===== src/rtl/lisa_prog_loader_pkg.sv =====
// rtl/lisa_prog_loader_pkg.sv - loader state encodings, default magic and shared helpers
package lisa_prog_loader_pkg;

    typedef enum logic [2:0] {
        LISA_LDR_ST_IDLE    = 3'd0,
        LISA_LDR_ST_LEN_HI  = 3'd1,
        LISA_LDR_ST_LEN_LO  = 3'd2,
        LISA_LDR_ST_PAYLOAD = 3'd3,
        LISA_LDR_ST_CHECK   = 3'd4,
        LISA_LDR_ST_RUN     = 3'd5,
        LISA_LDR_ST_ERROR   = 3'd6
    } ldr_state_e;

    localparam logic [7:0] LISA_LDR_MAGIC     = 8'h4C;
    localparam int         LISA_LDR_MEM_BYTES = 512;

    function automatic logic [31:0] sat_inc32(input logic [31:0] v);
        return (v == 32'hFFFF_FFFF) ? v : v + 32'd1;
    endfunction

endpackage


===== src/rtl/lisa_prog_loader_if.sv =====
// rtl/lisa_prog_loader_if.sv - host byte channel between bridge and loader
interface lisa_prog_loader_if;
    logic       s_valid;
    logic [7:0] s_data;
    logic       s_ready;

    modport master (output s_valid, output s_data, input s_ready);
    modport slave  (input s_valid, input s_data, output s_ready);
endinterface


===== src/rtl/lisa_prog_loader_checksum.sv =====
// rtl/lisa_prog_loader_checksum.sv - lisa_ldr_checksum: 8-bit wrapping frame checksum accumulator
module lisa_ldr_checksum (
    input  logic       clk,
    input  logic       rst,
    input  logic       clr,
    input  logic       add_en,
    input  logic [7:0] add_data,
    output logic       zero
);
    logic [7:0] acc_q;
    logic [7:0] acc_d;

    always_comb begin
        acc_d = acc_q;
        if (clr) begin
            acc_d = 8'h00;
        end else if (add_en) begin
            acc_d = acc_q + add_data;
        end
    end

    always_ff @(posedge clk or posedge rst) begin
        if (rst) begin
            acc_q <= 8'h00;
        end else begin
            acc_q <= acc_d;
        end
    end

    // Flag includes the byte being presented so CHK is judged on its accepting edge.
    assign zero = ((acc_q + add_data) == 8'h00);

endmodule


===== src/rtl/lisa_prog_loader.sv =====
// rtl/lisa_prog_loader.sv - framed bytecode image loader and run monitor; optional CHK byte via LISA_LOADER_CHECKSUM_EN
module lisa_prog_loader
    import lisa_prog_loader_pkg::*;
#(
    parameter int         MEM_BYTES = LISA_LDR_MEM_BYTES,
    parameter logic [7:0] MAGIC     = LISA_LDR_MAGIC
) (
    input  logic                clk,
    input  logic                rst,
    lisa_prog_loader_if.slave   host,
    output logic                prog_we,
    output logic [15:0]         prog_addr,
    output logic [7:0]          prog_data,
    output logic                core_rst,
    input  logic                core_halted,
    input  logic                core_ret_valid,
    input  logic [31:0]         core_ret_value,
    output logic                load_done,
    output logic                load_error,
    output logic                result_valid,
    output logic [31:0]         result_value,
    output logic [31:0]         run_cycles
);
    ldr_state_e  state_q, state_d;
    logic [7:0]  len_hi_q, len_hi_d;
    logic [15:0] len_q, len_d;
    logic [15:0] cnt_q, cnt_d;
    logic        prog_we_q, prog_we_d;
    logic [15:0] prog_addr_q, prog_addr_d;
    logic [7:0]  prog_data_q, prog_data_d;
    logic        core_rst_q, core_rst_d;
    logic        load_done_q, load_done_d;
    logic        load_error_q, load_error_d;
    logic        result_valid_q, result_valid_d;
    logic [31:0] result_value_q, result_value_d;
    logic [31:0] run_cycles_q, run_cycles_d;

    logic        acc;
    logic        is_magic;
    logic [15:0] len_in;
    logic        restart;
    logic        load_end;

`ifdef LISA_LOADER_CHECKSUM_EN
    logic cksum_clr;
    logic cksum_add;
    logic cksum_zero;

    lisa_ldr_checksum u_cksum (
        .clk      (clk),
        .rst      (rst),
        .clr      (cksum_clr),
        .add_en   (cksum_add),
        .add_data (host.s_data),
        .zero     (cksum_zero)
    );
`endif

    assign host.s_ready = 1'b1;
    assign acc          = host.s_valid;
    assign is_magic     = (host.s_data == MAGIC);
    assign len_in       = {len_hi_q, host.s_data};

    always_comb begin
        state_d        = state_q;
        len_hi_d       = len_hi_q;
        len_d          = len_q;
        cnt_d          = cnt_q;
        prog_we_d      = 1'b0;
        prog_addr_d    = prog_addr_q;
        prog_data_d    = prog_data_q;
        core_rst_d     = core_rst_q;
        load_done_d    = load_done_q;
        load_error_d   = load_error_q;
        result_valid_d = result_valid_q;
        result_value_d = result_value_q;
        run_cycles_d   = run_cycles_q;
        restart        = 1'b0;
        load_end       = 1'b0;
`ifdef LISA_LOADER_CHECKSUM_EN
        cksum_clr      = 1'b0;
        cksum_add      = 1'b0;
`endif

        case (state_q)
            LISA_LDR_ST_IDLE: begin
                restart = acc && is_magic;
            end
            LISA_LDR_ST_LEN_HI: begin
                if (acc) begin
                    len_hi_d = host.s_data;
                    state_d  = LISA_LDR_ST_LEN_LO;
`ifdef LISA_LOADER_CHECKSUM_EN
                    cksum_add = 1'b1;
`endif
                end
            end
            LISA_LDR_ST_LEN_LO: begin
                if (acc) begin
`ifdef LISA_LOADER_CHECKSUM_EN
                    cksum_add = 1'b1;
`endif
                    if (len_in > 16'(MEM_BYTES)) begin
                        state_d      = LISA_LDR_ST_ERROR;
                        load_error_d = 1'b1;
                    end else if (len_in == 16'd0) begin
                        load_end = 1'b1;
                    end else begin
                        state_d = LISA_LDR_ST_PAYLOAD;
                        len_d   = len_in;
                        cnt_d   = 16'd0;
                    end
                end
            end
            LISA_LDR_ST_PAYLOAD: begin
                if (acc) begin
                    prog_we_d   = 1'b1;
                    prog_addr_d = cnt_q;
                    prog_data_d = host.s_data;
                    cnt_d       = cnt_q + 16'd1;
                    load_end    = (cnt_q + 16'd1 == len_q);
`ifdef LISA_LOADER_CHECKSUM_EN
                    cksum_add = 1'b1;
`endif
                end
            end
`ifdef LISA_LOADER_CHECKSUM_EN
            LISA_LDR_ST_CHECK: begin
                if (acc) begin
                    if (cksum_zero) begin
                        state_d     = LISA_LDR_ST_RUN;
                        core_rst_d  = 1'b0;
                        load_done_d = 1'b1;
                    end else begin
                        state_d      = LISA_LDR_ST_ERROR;
                        load_error_d = 1'b1;
                    end
                end
            end
`endif
            LISA_LDR_ST_RUN: begin
                if (!core_halted) begin
                    run_cycles_d = sat_inc32(run_cycles_q);
                end
                if (core_ret_valid && !result_valid_q) begin
                    result_valid_d = 1'b1;
                    result_value_d = core_ret_value;
                end
                restart = acc && is_magic;
            end
            LISA_LDR_ST_ERROR: begin
                restart = acc && is_magic;
            end
            default: begin
                state_d = LISA_LDR_ST_IDLE;
            end
        endcase

        if (load_end) begin
`ifdef LISA_LOADER_CHECKSUM_EN
            state_d     = LISA_LDR_ST_CHECK;
`else
            state_d     = LISA_LDR_ST_RUN;
            core_rst_d  = 1'b0;
            load_done_d = 1'b1;
`endif
        end

        // A restart overrides whatever the run monitor computed this cycle.
        if (restart) begin
            state_d        = LISA_LDR_ST_LEN_HI;
            core_rst_d     = 1'b1;
            load_done_d    = 1'b0;
            load_error_d   = 1'b0;
            result_valid_d = 1'b0;
            run_cycles_d   = 32'd0;
`ifdef LISA_LOADER_CHECKSUM_EN
            cksum_clr      = 1'b1;
`endif
        end
    end

    always_ff @(posedge clk or posedge rst) begin
        if (rst) begin
            state_q        <= LISA_LDR_ST_IDLE;
            len_hi_q       <= 8'h00;
            len_q          <= 16'd0;
            cnt_q          <= 16'd0;
            prog_we_q      <= 1'b0;
            prog_addr_q    <= 16'd0;
            prog_data_q    <= 8'h00;
            core_rst_q     <= 1'b1;
            load_done_q    <= 1'b0;
            load_error_q   <= 1'b0;
            result_valid_q <= 1'b0;
            result_value_q <= 32'd0;
            run_cycles_q   <= 32'd0;
        end else begin
            state_q        <= state_d;
            len_hi_q       <= len_hi_d;
            len_q          <= len_d;
            cnt_q          <= cnt_d;
            prog_we_q      <= prog_we_d;
            prog_addr_q    <= prog_addr_d;
            prog_data_q    <= prog_data_d;
            core_rst_q     <= core_rst_d;
            load_done_q    <= load_done_d;
            load_error_q   <= load_error_d;
            result_valid_q <= result_valid_d;
            result_value_q <= result_value_d;
            run_cycles_q   <= run_cycles_d;
        end
    end

    assign prog_we      = prog_we_q;
    assign prog_addr    = prog_addr_q;
    assign prog_data    = prog_data_q;
    assign core_rst     = core_rst_q;
    assign load_done    = load_done_q;
    assign load_error   = load_error_q;
    assign result_valid = result_valid_q;
    assign result_value = result_value_q;
    assign run_cycles   = run_cycles_q;

endmodule


===== src/flat_wrapper.sv =====
// flat-port wrapper written by rule: the top's interface ports become plain ports
module lisa_prog_loader_flat import lisa_prog_loader_pkg::*;
#(
    parameter int         MEM_BYTES = LISA_LDR_MEM_BYTES,
    parameter logic [7:0] MAGIC     = LISA_LDR_MAGIC
)
  (clk, rst, prog_we, prog_addr, prog_data, core_rst, core_halted, core_ret_valid, core_ret_value, load_done, load_error, result_valid, result_value, run_cycles, host_s_valid, host_s_data, host_s_ready);
  lisa_prog_loader_if host_i ();
  input  logic clk;
  input  logic rst;
  output logic prog_we;
  output logic [15:0] prog_addr;
  output logic [7:0] prog_data;
  output logic core_rst;
  input  logic core_halted;
  input  logic core_ret_valid;
  input  logic [31:0] core_ret_value;
  output logic load_done;
  output logic load_error;
  output logic result_valid;
  output logic [31:0] result_value;
  output logic [31:0] run_cycles;
  input wire logic [$bits(host_i.s_valid)-1:0] host_s_valid;
  input wire logic [$bits(host_i.s_data)-1:0] host_s_data;
  output wire logic [$bits(host_i.s_ready)-1:0] host_s_ready;
  assign host_i.s_valid = host_s_valid;
  assign host_i.s_data = host_s_data;
  assign host_s_ready = host_i.s_ready;
  lisa_prog_loader #(.MEM_BYTES(MEM_BYTES), .MAGIC(MAGIC)) u_core (.clk(clk), .rst(rst), .host(host_i), .prog_we(prog_we), .prog_addr(prog_addr), .prog_data(prog_data), .core_rst(core_rst), .core_halted(core_halted), .core_ret_valid(core_ret_valid), .core_ret_value(core_ret_value), .load_done(load_done), .load_error(load_error), .result_valid(result_valid), .result_value(result_value), .run_cycles(run_cycles));
endmodule

===== config.mk =====
export PLATFORM = sky130hd
export DESIGN_NAME = lisa_prog_loader_flat
export DESIGN_NICKNAME = d
export VERILOG_FILES = /design/src/rtl/lisa_prog_loader_pkg.sv /design/src/rtl/lisa_prog_loader_if.sv /design/src/rtl/lisa_prog_loader_checksum.sv /design/src/rtl/lisa_prog_loader.sv /design/src/flat_wrapper.sv
export SDC_FILE = /design/constraint.sdc
export NUM_CORES = 1
export LEC_CHECK = 0
export ABC_AREA = 1
export ABC_CLOCK_PERIOD_IN_PS = 13340
export CELL_PAD_IN_SITES_DETAIL_PLACEMENT = 1
export CELL_PAD_IN_SITES_GLOBAL_PLACEMENT = 1
export CORE_MARGIN = 2
export CORE_UTILIZATION = 40
export CTS_BUF_LIST = sky130_fd_sc_hd__clkbuf_2 sky130_fd_sc_hd__clkbuf_4 sky130_fd_sc_hd__clkbuf_8
export CTS_CLUSTER_DIAMETER = 30
export DETAILED_ROUTE_END_ITERATION = 16
export GPL_ROUTABILITY_DRIVEN = 0
export PLACE_DENSITY = 0.87
export SLEW_MARGIN = 20
export SYNTH_ARGS = -nofsm -noshare
export SYNTH_HDL_FRONTEND = slang
export SYNTH_SLANG_ARGS = --single-unit

===== constraint.sdc =====
create_clock -name clk -period 13.34 [get_ports clk]
set_input_delay 3.335 -clock clk [delete_from_list [all_inputs] [get_ports clk]]
set_output_delay 3.335 -clock clk [all_outputs]
set_load 0.01 [all_outputs]

Word level (Yosys, flattened, before mapping) --
Index checks and enable logic that the tools add are counted. W data, S select, Z words.
Cells by class: reduce and logical (&&, ||, !) cells 23, multiplexer cells 35, $add $sub $neg 2, bitwise gates (word level) 2, order comparisons 1, equality and inequality tests 18
Operators with widths (count):
- $mux W32 | 4
- $mux W16 | 4
- $add A32 B1 Y32 const B | 1
- $eq A32 B32 Y1 const B | 1
- $pmux W16 S2 | 1
- $mux W1 | 18
- $mux W3 | 6
- $add A16 B1 Y16 const B | 1
- $eq A16 B16 Y1 | 1
- $gt A16 B10 Y1 const B | 1
- $logic_not A16 Y1 | 1
- $reduce_bool A2 Y1 | 7
- $pmux W3 S3 | 1
- $eq A8 B7 Y1 const B | 1
- $ne A2 B2 Y1 const B | 4
- $ne A4 B2 Y1 const B | 2
- $reduce_and A2 Y1 | 4
- $reduce_and A4 Y1 | 2
- $eq A3 B2 Y1 const B | 2
- $eq A3 B3 Y1 const B | 2
- $reduce_and A3 Y1 | 2
- $ne A5 B2 Y1 const B | 1
- $reduce_and A5 Y1 | 1
- $ne A2 B1 Y1 const B | 2
- 9 further kinds | 11
Word-level totals: output and inout port bits 94, logic and storage cells 94, bits in registers 136, input bits 45

Logic depth before layout (Yosys ltp) --
Gate-level depths: netlist of the first run.
depth in word-level cells 7, gate-level depth with buffers 15

Worst setup path after synthesis of the first run --
OpenSTA, ideal clock, no wires.
path kind input -> register, start input port host_s_data[5], end register u_core.run_cycles_q[2] (netlist: u_core.run_cycles[2]), path slack 8.644 ns, cell stages on the path 12, data required time 13.267 ns, buffers on the path 1, arrival 4.623 ns, cell sequence inv_1 > nand2_1 > nor3_1 > nand4_4 > clkinv_4 > nor2_1 > a21oi_2 > nand2_4 > inv_2 > buf_6 > nand2_2 > a21oi_2
Between the ends: word-level cells in the longest chain between the ends 5, elaborated cells between the ends (all ways) 8, those cells by class eq/ne (3); mux (2); reduce/logical (3)
Ends and longest elaborated chain:
- start: declaration | RTL line flat_wrapper.sv:24 | input wire logic [$bits(host_i.s_data)-1:0] host_s_data;
- $eq A8 B7 Y1 (*) | RTL line lisa_prog_loader.sv:61 | assign is_magic = (host.s_data == MAGIC);
- $logic_and A1 B1 Y1 (*) | RTL line lisa_prog_loader.sv:87, lisa_prog_loader.sv:149, lisa_prog_loader.sv:152
- $mux W1 (*)
- $ne A2 B1 Y1 (no source line) / $reduce_bool A2 Y1 (equally long branches)
- $reduce_and A3 Y1 (no source line)
- end signal: assignment | RTL line lisa_prog_loader.sv:211 | run_cycles_q <= run_cycles_d;
- end: declaration | RTL line lisa_prog_loader.sv:36 | logic [31:0] run_cycles_q, run_cycles_d;
Every way passes the cells marked *; elsewhere a longest branch is shown, timed or not. A chain may end at the register's enable or synchronous reset.

Final worst setup path of the first run --
start input port host_s_data[5], end register u_core.run_cycles_q[6] (netlist: u_core.run_cycles[6])
Same word-level chain as after synthesis.

==> results of run 1 <==
## per-stage QoR
step / setup WS, ps / hold slack (ps) / power, uW / util [%]
floorplan: 6370 / 445 / 842 / -
global placement: 7260 / 462 / 1030 / 50.6
detailed placement: 7160 / 472 / 1060 / 50.6
CTS: 7580 / 491 / 1490 / 53.5
global route: 7290 / 520 / 1570 / 53.5
finish: 7570 / 485 / 1480 / 53.5
## final cells by class
class,count,area (sq um)
clock buffers,20,269
repair buffers,141,1400
multi-input cells,583,3010
flip-flops and latches,136,3400
clock inverters,12,221
well taps,220,275
fillers,1974,7740
inverters,84,325
## state kept, by name, indices dropped and copies added (netlist names), 3 cells and up
signal and cells:
u_core.result_value 32, u_core.run_cycles 32, u_core.cnt_q 16, u_core.len_q 16, u_core.prog_addr 16, u_core.len_hi_q 8
u_core.prog_data 8, u_core.state_q 3
## worst paths after layout
check                                          endpoint  slack (ps)           startpoint
worst min-delay path                u_core.prog_addr[4]         490  u_core.prog_addr[4]
worst max-delay path               u_core.run_cycles[6]        7570       host_s_data[5]
worst min register to register      u_core.prog_addr[4]         490  u_core.prog_addr[4]
max in group asynchronous               u_core.len_q[2]        8770                  rst
min in group asynchronous       u_core.result_value[17]        3410                  rst
worst max register to register     u_core.run_cycles[6]       10600    u_core.state_q[1]
## routing by layer
layer  wire length [microns]  up-vias  GRT usage [%]  part of all wire (%)
met5                       0        -              0                     0
met4                     294        0           7.13                   1.4
met3                     912       27           4.39                   4.5
met2                   10300      164           39.9                    51
met1                    8920     3012           30.2                    44
li1                        -     2966              -                     -
## synthesized netlist by cell type, types with 2 or more instances
library cell | count | area [sq um]
nand2_1 | 239 | 897
dfrtp_1 | 135 | 3380
inv_1 | 80 | 300
nor2_1 | 63 | 236
nand3_1 | 59 | 295
o21ai_0 | 55 | 275
mux2_2 | 33 | 372
nor3_1 | 21 | 105
xor2_1 | 21 | 184
nand4_1 | 17 | 106
o21ai_1 | 13 | 65.1
buf_2 | 11 | 55.1
a21oi_1 | 10 | 50.1
xnor2_1 | 10 | 87.6
clkbuf_1 | 8 | 30.0
nor4_1 | 8 | 50.1
o22ai_1 | 8 | 50.1
a21oi_2 | 3 | 26.3
buf_4 | 3 | 22.5
inv_2 | 3 | 11.3
nand3b_1 | 3 | 22.5
ha_1 | 2 | 25.0
nand2_2 | 2 | 12.5
nor2_2 | 2 | 12.5
nor2_4 | 2 | 22.5
nor3_2 | 2 | 20.0
## where the power goes
group | switching, uW | internal (uW)
registers | 92.0 | 513
logic | 248 | 203
clock network | 167 | 253
total | 507 | 969
## worst max-delay path, cell delays in order
cell	delay (ps)
clkdlybuf4s50_1	420
inv_1	140
nand2_1	110
nor3_1	300
nand4_4	370
clkinv_4	250
nor2_1	80
a21oi_2	150
nand2_4	240
inv_2	470
nand3_1	140
o21ai_0	110
## logic make-up after synthesis
| group | Yosys count | synth area share, % |
|---|---|---|
| xor gates and xnor gates | 31 | 3.96 |
| AOI/OAI and AO/OA | 93 | 7.25 |
| buffers and inverters | 107 | 6.41 |
| and+or+nand+nor | 422 | 26.7 |
| DFF | 136 | 49.7 |
| other | 1 | 0.0548 |
| muxes | 34 | 5.57 |
| adders and majority gates | 2 | 0.365 |
==> reports/qor.yml, run 1 <==
outcome:
  outcome: "finished, final reports clean"
drt:
  post-route-drc-count: 0
  wl_microns: 20500
  drt_iter0_markers: 368
  vias: 6169
  drtAntennaViolNets: 0
  first_pass_iters: 5
  avgRoutedWirePerCell_microns: 17.1
  via_per_inst: 5.16
worst_setup_path:
  critPathLaunchType: "input port"
  crit_type: "in -> reg"
  worst-endpoint-arrival_ps: 6150
  cp.required_ps: 13720
  path_max_fanout: 34
  end_kind: "flop"
  reg2reg_depth: 13
sta:
  finalCriticalPeriod_ps: 5770
  max_slew.worst_pin.slew_ps: 892
  setup_viol_count_final: 0
  maxSlewHeadroom_pct: 40.3
  skew_ps: 11.8
  fmax_mhz: 173
  setup_tns_ps: 0
  hold_violations: 0
  rsz0062_at_grt: "false"
  finalCritPeriodShare_pct: 43.3
  slew_violations: 0
logic_synthesis:
  synth_ff_type: "dfrtp_1"
  synth-seq-cells: 136
  synth-async-reset-ratio_pct: 100
  synth_cells: 826
  synth_cell_types: 39
  ys_seq_area_share_pct: 49.7
  syn_nets: 873
  yosysWarnings: 0
  synth_area_per_cell_sq_um: 8.29
  syn_area_sq_mm: 0.00685
  synth_edf_count: 0
power:
  leakage_uw: 0.00413
  powerDensity_mw_per_mm2: 166
  peakVddDrop_uv: 81.2
flow_run:
  drv_cap: 0
final_layout:
  num_antenna_cells: 0
  final_cell_mix: "nand2_1 (239), clkdlybuf4s50_1 (137), dfrtp_1 (135)"
  nets: 1010
  drive_gt1_share_pct: 9.22
  layout_commonest_cell: "nand2_1"
  syn2layout_area_growth_pct: 30.0
  fin_area_sq_mm: 0.00890
  finalNonFillerCells: 1196
clocking:
  clock_sinks: 136
  clkLatencyLatePin_ps: 460
  ctsHtreeMaxLevel: 4
  clk_pin_slew_ps: 80
  cts_tree: "built"
  clockRootBuffer: "clkbuf_8"
  post_cts_buffers: 0
  cts_buffer_depth: 2
  cts_resized: 0
  cts_hold_buffers: 0
  cts-buffers-inserted: 17
global_routing:
  grt_pass1_wl_microns: 33500
  grt_antenna_before_repair: 0
  grt_pass1_vias: 6449
  overflow: 0
  grtUsageTotal_pct: 23.4
  grt_max_degree: 87
floorplan:
  initial_core_util_pct: 41.1
  dieArea_sq_mm: 0.0182
  ios: 139
  fp.dieW_microns: 135
  rows: 47
  die_h_microns: 135
  core_area_sq_mm: 0.0166
placed_design:
  io_buffer_count: 137
  dp_cells: 1164
  placed_area_sq_mm: 0.00841
  dpl.hpwl_microns: 14400
min_path:
  hold_class: "reg -> reg"
  whs_path_depth: 2
Note: power is estimated with default switching activity, not from simulation.
==> inputs of run 2 (changes only) <==
--- a/config.mk
+++ b/config.mk
@@ -6,16 +6,16 @@
 export NUM_CORES = 1
 export LEC_CHECK = 0
 export ABC_AREA = 1
-export ABC_CLOCK_PERIOD_IN_PS = 13340
+export ABC_CLOCK_PERIOD_IN_PS = 5800
 export CELL_PAD_IN_SITES_DETAIL_PLACEMENT = 1
 export CELL_PAD_IN_SITES_GLOBAL_PLACEMENT = 1
 export CORE_MARGIN = 2
-export CORE_UTILIZATION = 40
+export CORE_UTILIZATION = 39
 export CTS_BUF_LIST = sky130_fd_sc_hd__clkbuf_2 sky130_fd_sc_hd__clkbuf_4 sky130_fd_sc_hd__clkbuf_8
 export CTS_CLUSTER_DIAMETER = 30
 export DETAILED_ROUTE_END_ITERATION = 16
 export GPL_ROUTABILITY_DRIVEN = 0
-export PLACE_DENSITY = 0.87
+export PLACE_DENSITY = 0.86
 export SLEW_MARGIN = 20
 export SYNTH_ARGS = -nofsm -noshare
 export SYNTH_HDL_FRONTEND = slang
==> constraint.sdc (replaced) <==
create_clock -name clk -period 5.8 [get_ports clk]
set_input_delay 1.45 -clock clk [delete_from_list [all_inputs] [get_ports clk]]
set_output_delay 1.45 -clock clk [all_outputs]
set_load 0.01 [all_outputs]
==> run 2 against run 1 <==
Compared with the run above:
- first-iteration DRC count is 22% lower
- clock skew hardly changed
- design area about the same
- sequential power grew 130%
- total power is 130% higher
- global-route usage down 1.1 points
- non-clock buffer count did not move
- critical endpoint unchanged
- largest power group unchanged
==> reports/qor.yml, run 2 (same netlist as run 1, synthesis figures left out) <==
drt:
  drtAntennaViolNets: 0
  via_per_inst: 5.10
  wl_microns: 19900
  post-route-drc-count: 0
  drt_iter0_markers: 287
  first_pass_iters: 5
  avgRoutedWirePerCell_microns: 16.6
  vias: 6126
final_layout:
  fillers: 2073
  num_antenna_cells: 0
  nets: 1010
  syn2layout_area_growth_pct: 30.0
  drive_gt1_share_pct: 9.22
  fin_util_pct: 51.6
  layout_commonest_cell: "nand2_1"
  fin_area_sq_mm: 0.00890
  final_cell_mix: "nand2_1 (239), clkdlybuf4s50_1 (137), dfrtp_1 (135)"
worst_setup_path:
  path_max_fanout: 34
  crit_type: "in -> reg"
  cp.required_ps: 6150
  reg2reg_depth: 13
  r2r-end: "u_core.run_cycles[6]"
  slowest_delay_ps: 480
  crit_slowest_cell: "inv_2"
  reg2reg_slack_ps: 3030
  r2r-start: "u_core.state_q[1]"
  crit_chain: "clkdlybuf4s50_1, inv_1, nor3_1, nand4_4, clkinv_4, nor2_1, a21oi_2, nand2_4, inv_2, nand3_1, o21ai_0"
  worst-endpoint-arrival_ps: 4160
  end_kind: "flop"
  critPathLaunchType: "input port"
sta:
  setup_viol_count_final: 0
  setup_tns_ps: 0
  whs_ps: 469
  maxSlewHeadroom_pct: 34.5
  slew_violations: 0
  skew_ps: 11.8
  rsz0062_at_grt: "false"
  hold_violations: 0
  fmax_mhz: 263
  finalCritPeriodShare_pct: 65.6
  finalCriticalPeriod_ps: 3800
  max_slew.worst_pin.slew_ps: 979
  setup_slack_ps: 2000
outcome:
  outcome: "finished, final reports clean"
placed_design:
  dpl.hpwl_microns: 14400
  place_ws_ps: 1520
  placed_area_sq_mm: 0.00843
  io_buffer_count: 137
global_routing:
  grt_antenna_before_repair: 0
  overflow: 0
  grt_pass1_vias: 6425
  grt_max_degree: 59
  grtUsageTotal_pct: 22.3
  grt_pass1_wl_microns: 32500
floorplan:
  ios: 139
  dieArea_sq_mm: 0.0186
  rows: 48
  initial_core_util_pct: 39.7
  fp.dieW_microns: 137
  core_area_sq_mm: 0.0172
  die_h_microns: 137
clocking:
  cts_resized: 0
  clockRootBuffer: "clkbuf_8"
  cts_buffer_depth: 2
  cts_hold_buffers: 0
  clk_pin_slew_ps: 70
  ctsHtreeMaxLevel: 4
  post_cts_buffers: 0
  clkLatencyLatePin_ps: 450
  cts-buffers-inserted: 17
  cts_tree: "built"
  clock_sinks: 136
flow_run:
  drv_cap: 0
power:
  powerDensity_mw_per_mm2: 377
  peakVddDrop_uv: 187
  leakage_uw: 0.00414
min_path:
  hold_class: "reg -> reg"
  whs_path_depth: 2
  hp-start: "u_core.core_rst"
  hold_end: "u_core.core_rst"
[run 2: cell count changes in the layout (fill, tap and decap cells not counted), sizes merged]
cell      previous run  this run
clkinvlp             3         0
clkbuf              20        24
bufinv               6         5
[run 2: worst max-delay path: cells and delay by family]
| family | cells | cell delay (ps) |
|---|---|---|
| compound gates | 2 | 260 |
| buf+inv | 4 | 1280 |
| simple gates | 5 | 1140 |
[run 2: where the power goes]
| part | total (uW) | internal, uW | switching (uW) | leakage, uW |
|---|---|---|---|---|
| sequential | 1390 | 1180 | 211 | 0.00177 |
| combinational | 1040 | 468 | 568 | 0.00212 |
| clock | 933 | 571 | 362 | 0.000247 |
| total | 3360 | 2220 | 1140 | 0.00414 |
[run 2: area by class of cell]
cell class	count	area, sq um	area share [%]
multi-input combinational	583	3010	33.8
clock buffer	24	312	3.50
sequential	136	3400	38.2
clock inverter	8	165	1.86
tap	225	282	3.16
inverter	84	325	3.65
timing repair buffer	141	1400	15.7
[run 2: worst max-delay path by stage]
| stage | from | end | slack (ps) | cells after the start |
|---|---|---|---|---|
| after floorplan | rst | u_core.cnt_q[0] | 710 | 1 |
| after global placement | host_s_data[6] | u_core.run_cycles[4] | 1620 | 11 |
| after detailed placement | host_s_data[6] | u_core.run_cycles[6] | 1520 | 11 |
| after CTS | host_s_data[6] | u_core.run_cycles[6] | 2000 | 11 |
| after global routing | host_s_data[6] | u_core.run_cycles[4] | 1730 | 11 |
| final | host_s_data[6] | u_core.run_cycles[6] | 2000 | 11 |
[run 2: routing by layer]
metal / global-route usage [%] / part of all wire, %
met1: 29.3 / 45
met2: 37.3 / 49
met3: 4.37 / 4.3
met4: 6.89 / 1.6
met5: 0 / 0
[run 2: through the flow]
step | cells | power, uW
final | 1201 | 3360
after floorplan | 826 | 1940
after global routing | 1201 | 3590
after global placement | 1169 | 2380
after detailed placement | 1169 | 2430
after CTS | 1201 | 3390
==> inputs of run 3 (changes only) <==
--- a/config.mk
+++ b/config.mk
@@ -6,7 +6,7 @@
 export NUM_CORES = 1
 export LEC_CHECK = 0
 export ABC_AREA = 1
-export ABC_CLOCK_PERIOD_IN_PS = 5800
+export ABC_CLOCK_PERIOD_IN_PS = 3600
 export CELL_PAD_IN_SITES_DETAIL_PLACEMENT = 1
 export CELL_PAD_IN_SITES_GLOBAL_PLACEMENT = 1
 export CORE_MARGIN = 2
==> constraint.sdc (replaced) <==
create_clock -name clk -period 3.6 [get_ports clk]
set_input_delay 0.9 -clock clk [delete_from_list [all_inputs] [get_ports clk]]
set_output_delay 0.9 -clock clk [all_outputs]
set_load 0.01 [all_outputs]
==> run 3 against run 2 <==
Compared with the run above:
- first-iteration DRC count fell by 5.9%
- final cell count grew 0.33%
- hold slack improved by 10 ps
- clock power grew 32%
- largest cell class unchanged
==> reports/qor.yml, run 3 (same netlist as run 1, synthesis figures left out) <==
flow_run:
  drv_cap: 0
global_routing:
  grt_pass1_wl_microns: 32600
  met1_usage_pct: 28.8
  grt_pass1_vias: 6441
  use_met3_pct: 3.81
  grtUsageTotal_pct: 22.3
  grt_busiest_layer: "met2"
  grtUsageMet2_pct: 38.3
  grt_antenna_before_repair: 0
  overflow: 0
  grt_max_degree: 137
power:
  leakage_uw: 0.00411
  cellInternalPower_uw: 3280
  power_frac_clock_pct: 23.9
  p_sw_share_pct: 35.9
  powerDensity_mw_per_mm2: 580
  power_frac_comb_pct: 32.4
  peakVddDrop_uv: 298
  seq_power_share_pct: 43.6
  p_sw_uw: 1840
sta:
  finalCriticalPeriod_ps: 2810
  hold_violations: 0
  max_slew.worst_pin.slew_ps: 745
  setup_viol_count_final: 0
  maxSlewHeadroom_pct: 50.3
  fmax_mhz: 356
  slew_violations: 0
  finalCritPeriodShare_pct: 78.0
  skew_ps: 12.0
  rsz0062_at_grt: "false"
  setup_tns_ps: 0
floorplan:
  rows: 48
  initial_core_util_pct: 39.7
  dieArea_sq_mm: 0.0186
  die_h_microns: 137
  ios: 139
  fp.dieW_microns: 137
  core_area_sq_mm: 0.0172
clocking:
  clk_pin_slew_ps: 70
  ctsHtreeMaxLevel: 4
  clock_sinks: 136
  clkLatencyLatePin_ps: 450
  post_cts_buffers: 0
  cts_hold_buffers: 0
  cts_buffer_depth: 2
  cts_tree: "built"
  cts-buffers-inserted: 17
  clockRootBuffer: "clkbuf_8"
  cts_resized: 0
worst_setup_path:
  cp.required_ps: 3980
  path_max_fanout: 31
  reg2reg_depth: 12
  crit_type: "in -> reg"
  end_kind: "flop"
  critPathLaunchType: "input port"
  reg2reg_slack_ps: 1280
  worst-endpoint-arrival_ps: 3190
placed_design:
  dpl.hpwl_microns: 14400
  io_buffer_count: 137
  placed_area_sq_mm: 0.00846
drt:
  first_pass_iters: 4
  post-route-drc-count: 0
  avgRoutedWirePerCell_microns: 16.7
  vias: 6159
  via_per_inst: 5.11
  wl_microns: 20100
  drtAntennaViolNets: 0
  drt_iter0_markers: 270
final_layout:
  drive_gt1_share_pct: 9.59
  syn2layout_area_growth_pct: 29.1
  fin_area_sq_mm: 0.00884
  num_antenna_cells: 0
  fillers: 2091
  nets: 1014
  final_cell_mix: "nand2_1 (239), clkdlybuf4s50_1 (137), dfrtp_1 (135)"
  layout_commonest_cell: "nand2_1"
min_path:
  hold_class: "reg -> reg"
  whs_path_depth: 2
outcome:
  outcome: "finished, final reports clean"
==> run 3: power groups by stage <==
stage	Combinational (uW)	Sequential, uW	Clock [uW]
final	1660	2240	1230
after CTS	1680	2230	1260
after global routing	1870	2290	1310
after global placement	1590	2240	0
after floorplan	859	2260	0
after detailed placement	1660	2260	0
==> run 3: worst paths after layout <==
kind,startpoint,to
min in group asynchronous,rst,u_core.prog_data[6]
min,u_core.core_rst,u_core.core_rst
max,host_s_data[4],u_core.run_cycles[30]
max reg2reg,u_core.run_cycles[1],u_core.run_cycles[30]
max in group asynchronous,rst,u_core.result_value[16]
min reg2reg,u_core.core_rst,u_core.core_rst
==> run 3: through the flow <==
step | setup WS [ps] | util (%) | power, uW | hold slack [ps] | cells
floorplan | 1010 | - | 3120 | 445 | 826
global placement | 484 | 49.1 | 3830 | 456 | 1173
detailed placement | 345 | 49.1 | 3920 | 469 | 1173
CTS | 831 | 51.3 | 5170 | 479 | 1205
global route | 627 | 51.3 | 5470 | 509 | 1205
finish | 793 | 51.3 | 5120 | 479 | 1205
==> run 3: metal layers <==
metal  vias to the layer above  wire length [microns]
met5                         -                      0
met4                         0                    250
met3                        25                    780
met2                       142                  10100
met1                      3023                   8980
li1                       2969                      -
==> run 3: layout make-up <==
class | count | area (sq um) | share of cell area (%)
Timing Repair Buffer | 145 | 1440 | 16.3
Multi-Input combinational cell | 583 | 3010 | 34.0
Clock inverter | 9 | 72.6 | 0.821
Clock buffer | 23 | 304 | 3.44
Tap cell | 225 | 282 | 3.19
Sequential cell | 136 | 3400 | 38.5
Inverter | 84 | 324 | 3.67
==> run 3: worst max-delay path: stages <==
cell             delay (ps)
clkdlybuf4s50_1         400
inv_1                   140
nand2_1                 100
nor3_1                  280
nand4_4                 170
buf_4                   250
a21oi_2                 200
nand2_4                  70
inv_2                   390
nand2_1                 170
nand2_1                 110
